`config.mk`:
```
export PLATFORM = sky130hd
export DESIGN_NAME = sd_cmd_tx_flat
export DESIGN_NICKNAME = d
export VERILOG_FILES = /design/src/rtl/sd_cmd_tx_if.sv /design/src/rtl/sd_cmd_tx.sv /design/src/flat_wrapper.sv
export SDC_FILE = /design/constraint.sdc
export NUM_CORES = 1
export LEC_CHECK = 0
export ABC_AREA = 1
export ABC_CLOCK_PERIOD_IN_PS = 2000
export CORE_MARGIN = 1.5
export CORE_UTILIZATION = 44
export DETAILED_ROUTE_END_ITERATION = 10
export PLACE_DENSITY = 0.7
export SYNTH_ARGS = -nofsm -noshare
export SYNTH_HDL_FRONTEND = slang
export SYNTH_SLANG_ARGS = --single-unit
export TNS_END_PERCENT = 1
```
`constraint.sdc`:
```
create_clock -name clk_i -period 2 [get_ports clk_i]
set_input_delay 0.3 -clock clk_i [delete_from_list [all_inputs] [get_ports clk_i]]
set_output_delay 0.3 -clock clk_i [all_outputs]
set_load 0.03 [all_outputs]
```
`src/rtl/sd_cmd_tx_if.sv`:
```
// Parallel command side and serial CMD pad side of the SD command transmitter.
// The master modport is the requester plus strobe source; the slave modport is sd_cmd_tx.
interface sd_cmd_tx_if;
  localparam int unsigned IndexW = 6;
  localparam int unsigned ArgW   = 32;
  localparam int unsigned CrcW   = 7;

  logic              clk_en_i;
  logic              cmd_valid_i;
  logic              cmd_ready_o;
  logic [IndexW-1:0] cmd_index_i;
  logic [ArgW-1:0]   cmd_arg_i;
  logic [CrcW-1:0]   cmd_crc_i;
  logic              cmd_o;
  logic              cmd_oe_o;
  logic              busy_o;
  logic              done_o;

  modport master (
    output clk_en_i, cmd_valid_i, cmd_index_i, cmd_arg_i, cmd_crc_i,
    input  cmd_ready_o, cmd_o, cmd_oe_o, busy_o, done_o
  );

  modport slave (
    input  clk_en_i, cmd_valid_i, cmd_index_i, cmd_arg_i, cmd_crc_i,
    output cmd_ready_o, cmd_o, cmd_oe_o, busy_o, done_o
  );
endinterface

```
`src/rtl/sd_cmd_tx.sv`:
```
// SD CMD-line transmitter: builds the 48-bit command frame and shifts it out MSb first
// on SD clock strobes. Define SDHCI_CMD_TX_CRC7_EN to generate CRC7 internally.
module sd_cmd_tx #(
  parameter int unsigned GapStrobes = 8
) (
  input  logic        clk_i,
  input  logic        rst_ni,
  sd_cmd_tx_if.slave  bus
);
  localparam int unsigned HdrW = 40;
  localparam int unsigned CrcW = 7;
  localparam int unsigned CntW = 8;

  localparam logic [CntW-1:0] HdrLast = CntW'(HdrW - 1);
  localparam logic [CntW-1:0] CrcLast = CntW'(CrcW - 1);
  localparam logic [CntW-1:0] GapLast = CntW'((GapStrobes == 0) ? 0 : GapStrobes - 1);

  typedef enum logic [2:0] {
    ST_IDLE,
    ST_HEADER,
    ST_CRC,
    ST_END,
    ST_GAP
  } state_e;

  state_e            state_q, state_d;
  logic [HdrW-1:0]   hdr_q, hdr_d;
  logic [CrcW-1:0]   crc_q, crc_d;
  logic [CntW-1:0]   cnt_q, cnt_d;
  logic              cmd_q, cmd_d;
  logic              oe_q, oe_d;
  logic              done_q, done_d;
  logic              ready_q, ready_d;
  logic              busy_q, busy_d;
  logic [CrcW-1:0]   crc_step;

`ifdef SDHCI_CMD_TX_CRC7_EN
  localparam logic [CrcW-1:0] CrcPoly = 7'h09;

  // Serial CRC7 update with the header bit currently on the line.
  always_comb begin
    crc_step = {crc_q[CrcW-2:0], 1'b0};
    if (hdr_q[HdrW-1] ^ crc_q[CrcW-1]) begin
      crc_step = crc_step ^ CrcPoly;
    end
  end

  logic unused_crc_in;
  assign unused_crc_in = ^bus.cmd_crc_i;
`else
  // CRC comes verbatim from the requester; the register only shifts it out.
  assign crc_step = crc_q;

  logic unused_hdr_msb;
  assign unused_hdr_msb = hdr_q[HdrW-1];
`endif

  // Next-state, datapath and registered-output computation.
  always_comb begin
    state_d = state_q;
    hdr_d   = hdr_q;
    crc_d   = crc_q;
    cnt_d   = cnt_q;
    cmd_d   = cmd_q;
    oe_d    = oe_q;
    done_d  = 1'b0;

    unique case (state_q)
      ST_IDLE: begin
        cmd_d = 1'b1;
        oe_d  = 1'b0;
        if (bus.cmd_valid_i) begin
          state_d = ST_HEADER;
          hdr_d   = {2'b01, bus.cmd_index_i, bus.cmd_arg_i};
`ifdef SDHCI_CMD_TX_CRC7_EN
          crc_d   = '0;
`else
          crc_d   = bus.cmd_crc_i;
`endif
          cnt_d   = '0;
          cmd_d   = 1'b0;
          oe_d    = 1'b1;
        end
      end

      ST_HEADER: begin
        if (bus.clk_en_i) begin
          hdr_d = {hdr_q[HdrW-2:0], 1'b0};
          crc_d = crc_step;
          if (cnt_q == HdrLast) begin
            state_d = ST_CRC;
            cnt_d   = '0;
            cmd_d   = crc_d[CrcW-1];
          end else begin
            cnt_d = cnt_q + CntW'(1);
            cmd_d = hdr_q[HdrW-2];
          end
        end
      end

      ST_CRC: begin
        if (bus.clk_en_i) begin
          crc_d = {crc_q[CrcW-2:0], 1'b0};
          if (cnt_q == CrcLast) begin
            state_d = ST_END;
            cnt_d   = '0;
            cmd_d   = 1'b1;
          end else begin
            cnt_d = cnt_q + CntW'(1);
            cmd_d = crc_q[CrcW-2];
          end
        end
      end

      ST_END: begin
        cmd_d = 1'b1;
        if (bus.clk_en_i) begin
          done_d  = 1'b1;
          oe_d    = 1'b0;
          cnt_d   = '0;
          state_d = (GapStrobes == 0) ? ST_IDLE : ST_GAP;
        end
      end

      ST_GAP: begin
        cmd_d = 1'b1;
        oe_d  = 1'b0;
        if (bus.clk_en_i) begin
          if (cnt_q == GapLast) begin
            state_d = ST_IDLE;
            cnt_d   = '0;
          end else begin
            cnt_d = cnt_q + CntW'(1);
          end
        end
      end

      default: begin
        state_d = ST_IDLE;
        cmd_d   = 1'b1;
        oe_d    = 1'b0;
      end
    endcase

    ready_d = (state_d == ST_IDLE);
    busy_d  = (state_d != ST_IDLE);
  end

  always_ff @(posedge clk_i or negedge rst_ni) begin
    if (!rst_ni) begin
      state_q <= ST_IDLE;
      hdr_q   <= '0;
      crc_q   <= '0;
      cnt_q   <= '0;
      cmd_q   <= 1'b1;
      oe_q    <= 1'b0;
      done_q  <= 1'b0;
      ready_q <= 1'b1;
      busy_q  <= 1'b0;
    end else begin
      state_q <= state_d;
      hdr_q   <= hdr_d;
      crc_q   <= crc_d;
      cnt_q   <= cnt_d;
      cmd_q   <= cmd_d;
      oe_q    <= oe_d;
      done_q  <= done_d;
      ready_q <= ready_d;
      busy_q  <= busy_d;
    end
  end

  assign bus.cmd_o       = cmd_q;
  assign bus.cmd_oe_o    = oe_q;
  assign bus.done_o      = done_q;
  assign bus.cmd_ready_o = ready_q;
  assign bus.busy_o      = busy_q;
endmodule

```
`src/flat_wrapper.sv`:
```
// flat-port wrapper written by rule: the top's interface ports become plain ports
module sd_cmd_tx_flat 
#(
  parameter int unsigned GapStrobes = 8
)
  (clk_i, rst_ni, bus_clk_en_i, bus_cmd_valid_i, bus_cmd_index_i, bus_cmd_arg_i, bus_cmd_crc_i, bus_cmd_ready_o, bus_cmd_o, bus_cmd_oe_o, bus_busy_o, bus_done_o);
  sd_cmd_tx_if bus_i ();
  input  logic clk_i;
  input  logic rst_ni;
  input wire logic [$bits(bus_i.clk_en_i)-1:0] bus_clk_en_i;
  input wire logic [$bits(bus_i.cmd_valid_i)-1:0] bus_cmd_valid_i;
  input wire logic [$bits(bus_i.cmd_index_i)-1:0] bus_cmd_index_i;
  input wire logic [$bits(bus_i.cmd_arg_i)-1:0] bus_cmd_arg_i;
  input wire logic [$bits(bus_i.cmd_crc_i)-1:0] bus_cmd_crc_i;
  output wire logic [$bits(bus_i.cmd_ready_o)-1:0] bus_cmd_ready_o;
  output wire logic [$bits(bus_i.cmd_o)-1:0] bus_cmd_o;
  output wire logic [$bits(bus_i.cmd_oe_o)-1:0] bus_cmd_oe_o;
  output wire logic [$bits(bus_i.busy_o)-1:0] bus_busy_o;
  output wire logic [$bits(bus_i.done_o)-1:0] bus_done_o;
  assign bus_i.clk_en_i = bus_clk_en_i;
  assign bus_i.cmd_valid_i = bus_cmd_valid_i;
  assign bus_i.cmd_index_i = bus_cmd_index_i;
  assign bus_i.cmd_arg_i = bus_cmd_arg_i;
  assign bus_i.cmd_crc_i = bus_cmd_crc_i;
  assign bus_cmd_ready_o = bus_i.cmd_ready_o;
  assign bus_cmd_o = bus_i.cmd_o;
  assign bus_cmd_oe_o = bus_i.cmd_oe_o;
  assign bus_busy_o = bus_i.busy_o;
  assign bus_done_o = bus_i.done_o;
  sd_cmd_tx #(.GapStrobes(GapStrobes)) u_core (.clk_i(clk_i), .rst_ni(rst_ni), .bus(bus_i));
endmodule
```
==> results.py <==
metrics = {
    "detailed_routing": {
        "drt-wirelength-per-cell_um": 12.1,
        "avgViaCountPerCell": 5.05,
        "route.detailed.drc": 0,
        "ant_nets": 0,
        "wl_mm": 6.90,
        "first_pass_iters": 4,
        "drt_iter0_markers": 156,
        "vias": 2873,
    },
    "power_and_ir_drop": {
        "finalPower_mw": 3.53,
        "p_sw_mw": 1.10,
        "power.leakage_nw": 1.96,
        "p_per_area_nw_per_um2": 863,
        "internal-power_mw": 2.43,
        "clkPwrFrac_pct": 28.1,
        "vdd_drop_max_mv": 0.444,
        "combinationalPowerShare_pct": 24.5,
        "power_switching_share_pct": 31.2,
        "pwr-share-seq_pct": 47.4,
    },
    "sta": {
        "rsz0062_at_grt": "no",
        "finalClockSkew_ns": 0.00673,
        "setup_viol": 0,
        "slew_violations": 0,
        "worst_slack_ns": 0.170,
        "final_hold_viol_count": 0,
        "fmax_mhz": 546,
        "period_share_pct": 91.5,
        "relSlewSlack_pct": 65.0,
        "fin_tns_setup_ns": 0,
        "tightest_slew_ns": 0.525,
        "fin_crit_ns": 1.83,
    },
    "cts": {
        "cts_max_level": 3,
        "cts_resized": 0,
        "cts_buffers": 9,
        "cts_hold_buf": 1,
        "clock_tree.buffer_depth": 2,
        "clk_latency_ns": 0.34,
        "cts.sinks": 62,
        "postCtsSetupBuffers": 0,
        "clockRootBuffer": "clkbuf_8",
        "cts.clk_slew.worst_paths_ns": 0.07,
        "cts_tree": "yes",
    },
    "logic_synthesis": {
        "synthFlopType": "dfrtp_1",
        "avgSynthCellArea_um2": 7.86,
        "synth_cell_types": 32,
        "synth.cell_area_um2": 3210,
        "ys_seq_area_share_pct": 48.5,
        "yosysWarningCount": 0,
        "yosys.area.top_type_share_pct": 46.8,
        "synth-edff-count": 0,
        "async_flop_share_pct": 100,
        "synth_seq_cells": 62,
        "syn_inst": 408,
        "synth.net_count": 459,
        "netlist_top_cells_area": "dfrtp_1 (47%), nand2_1 (14%), nor2_1 (5.0%), a31oi_1 (4.7%), o211ai_1 (4.7%)",
        "synth_area_leader_cell": "dfrtp_1",
    },
    "setup_path": {
        "critPathSlowestCell": "clkdlybuf4s50_1",
        "crit_type": "register to output pin",
        "max_stage_delay_ns": 0.66,
        "path_cells": "clkdlybuf4s50_1",
        "end_kind": "output pin",
        "crit_path_start_kind": "register",
        "worstPathMaxFanout": 2,
        "rrSetupSlack_ns": 0.30,
        "critical-path-top-delay-family": "buffers and inverters",
        "rr_worst_depth": 8,
        "cp.buffers_inverters": 1,
        "cp.depth": 1,
        "crit_arrival_ns": 1.53,
        "cp.required_ns": 1.70,
    },
    "die": {
        "coreArea_um2": 6910,
        "dieArea_um2": 7810,
        "fp.dieH_um": 88.4,
        "start_util_pct": 46.4,
        "row_count": 30,
        "ioPinCount": 54,
        "die_w_um": 88.4,
    },
    "hold_path": {
        "hp-class": "input pin to asynchronous set/reset pin",
    },
    "global_routing": {
        "grt_antenna_before_repair": 0,
        "globalRouteOverflowTotal": 0,
        "grt_max_degree": 51,
        "grtUsageTotal_pct": 19.9,
        "grt_pass1_vias": 2758,
        "grt_first_pass_wirelength_mm": 12.0,
    },
    "placed_design": {
        "port_buffers": 53,
        "pre_cts_ws_ns": 0.115,
        "post-place-cells": 552,
        "dp_hpwl_mm": 4.73,
        "gp_congestion": 0.920,
    },
    "final_layout": {
        "diodes": 0,
        "nNetsFinal": 519,
        "n_fill_cell": 658,
        "post_layout_nonfiller_instances": 569,
        "area_growth_pct": 27.5,
        "drive_above_1_share_pct": 8.67,
    },
    "outcome": {
        "outcome": "finished clean",
    },
    "run": {
        "maxCapViolations": 0,
    },
}
## layout by cell type (no fill, tap or decap), drive strengths merged, types with 2 or more instances in the layout
master,count
nand2,120
a21oi,3
nand4,4
o211ai,21
o21ai,31
nor2,44
inv,42
clkinv,2
a31oi,24
nand3,29
dfrtp,60
clkbuf,15
dfstp,2
clkdlybuf4s50,52
ha,2
buf,15
## stage by stage
stage | utilization [%] | hold slack (ns) | cell area, um2
global route | 59.2 | 0.522 | 4090
finish | 59.2 | 0.481 | 4090
CTS | 59.2 | 0.475 | 4090
floorplan | - | 0.00441 | 3210
global placement | 56.6 | 0.304 | 3910
detailed placement | 56.6 | 0.310 | 3910
## registers in the layout, summed over array words and instances (netlist names)
signal	count
u_core.hdr_q	39
u_core.bus.busy_o	1
u_core.crc_q	7
u_core.bus.done_o	1
u_core.state_q	3
u_core.bus.cmd_ready_o	1
u_core.bus.cmd_o	1
u_core.bus.cmd_oe_o	1
u_core.cnt_q	8
## power groups by stage
| stage | registers (mW) | clock network, mW | logic [mW] |
|---|---|---|---|
| 3_3_place_gp | 1.68 | 0 | 0.845 |
| 3_5_place_dp | 1.69 | 0 | 0.864 |
| 4_1_cts | 1.67 | 1.03 | 0.870 |
| 2_1_floorplan | 1.67 | 0 | 0.587 |
| 6_report | 1.67 | 0.992 | 0.864 |
| 5_1_grt | 1.71 | 1.08 | 1.01 |
## per-layer routing
| metal | vias up | track usage [%] | share of wire [%] |
|---|---|---|---|
| met5 | - | 0 | 0 |
| met4 | 0 | 9.38 | 1.8 |
| met3 | 12 | 3.82 | 4.3 |
| met2 | 68 | 32.7 | 47 |
| met1 | 1325 | 25.5 | 47 |
| li1 | 1468 | - | - |
## worst reg2reg max path: cells and delay by family (launching register included)
kind / cells / cell delay [ns]
AND/OR/NAND/NOR: 7 / 0.95
flip-flops: 1 / 0.43
adder cells (fa/ha/maj): 1 / 0.20
## kinds of logic (layout without fill, tap and decap cells)
logic type / after synthesis / in the layout / synth area share (%)
DFF: 62 / 62 / 48.5
adders and majority gates: 2 / 2 / 0.780
and+or+nand+nor: 199 / 199 / 25.8
AOI/OAI and AO/OA: 82 / 82 / 16.0
buffers and inverters: 62 / 127 / 8.74
xor gates and xnor gates: 1 / 1 / 0.273
## final timing paths
| check | end | start |
|---|---|---|
| worst max-delay path | bus_cmd_o | u_core.bus.cmd_o$_DFFE_PN1P_ |
| max in group asynchronous | u_core.bus.cmd_ready_o$_DFF_PN1_ | rst_ni |
| worst min register to register | u_core.bus.cmd_oe_o$_DFFE_PN0P_ | u_core.bus.cmd_oe_o$_DFFE_PN0P_ |
| worst min-delay path | u_core.crc_q[1]$_DFFE_PN0P_ | rst_ni |
| worst max register to register | u_core.cnt_q[6]$_DFFE_PN0P_ | u_core.cnt_q[1]$_DFFE_PN0P_ |
| min in group clk_i | u_core.bus.cmd_oe_o$_DFFE_PN0P_ | u_core.bus.cmd_oe_o$_DFFE_PN0P_ |
## synthesized netlist by cell type, types with 3 or more instances
cell	number
buf_6	3
a21oi_1	3
nand3_1	27
nor2_1	43
buf_4	4
clkbuf_1	4
buf_2	7
inv_1	37
o21ai_0	27
dfrtp_1	60
nand4_1	4
a31oi_1	24
o211ai_1	20
nand2_1	119
inv_2	5
## cell type report
class                           instances  area [um2]  area share [%]
Inverter                               43         161            3.95
Tap cell                               96         120            2.94
Clock inverter                          1        5.00           0.122
Multi-Input combinational cell        284        1380            33.7
Timing Repair Buffer                   68         703            17.2
Sequential cell                        62        1550            38.0
Clock buffer                           15         166            4.07
(Power assumes the default switching activity.)
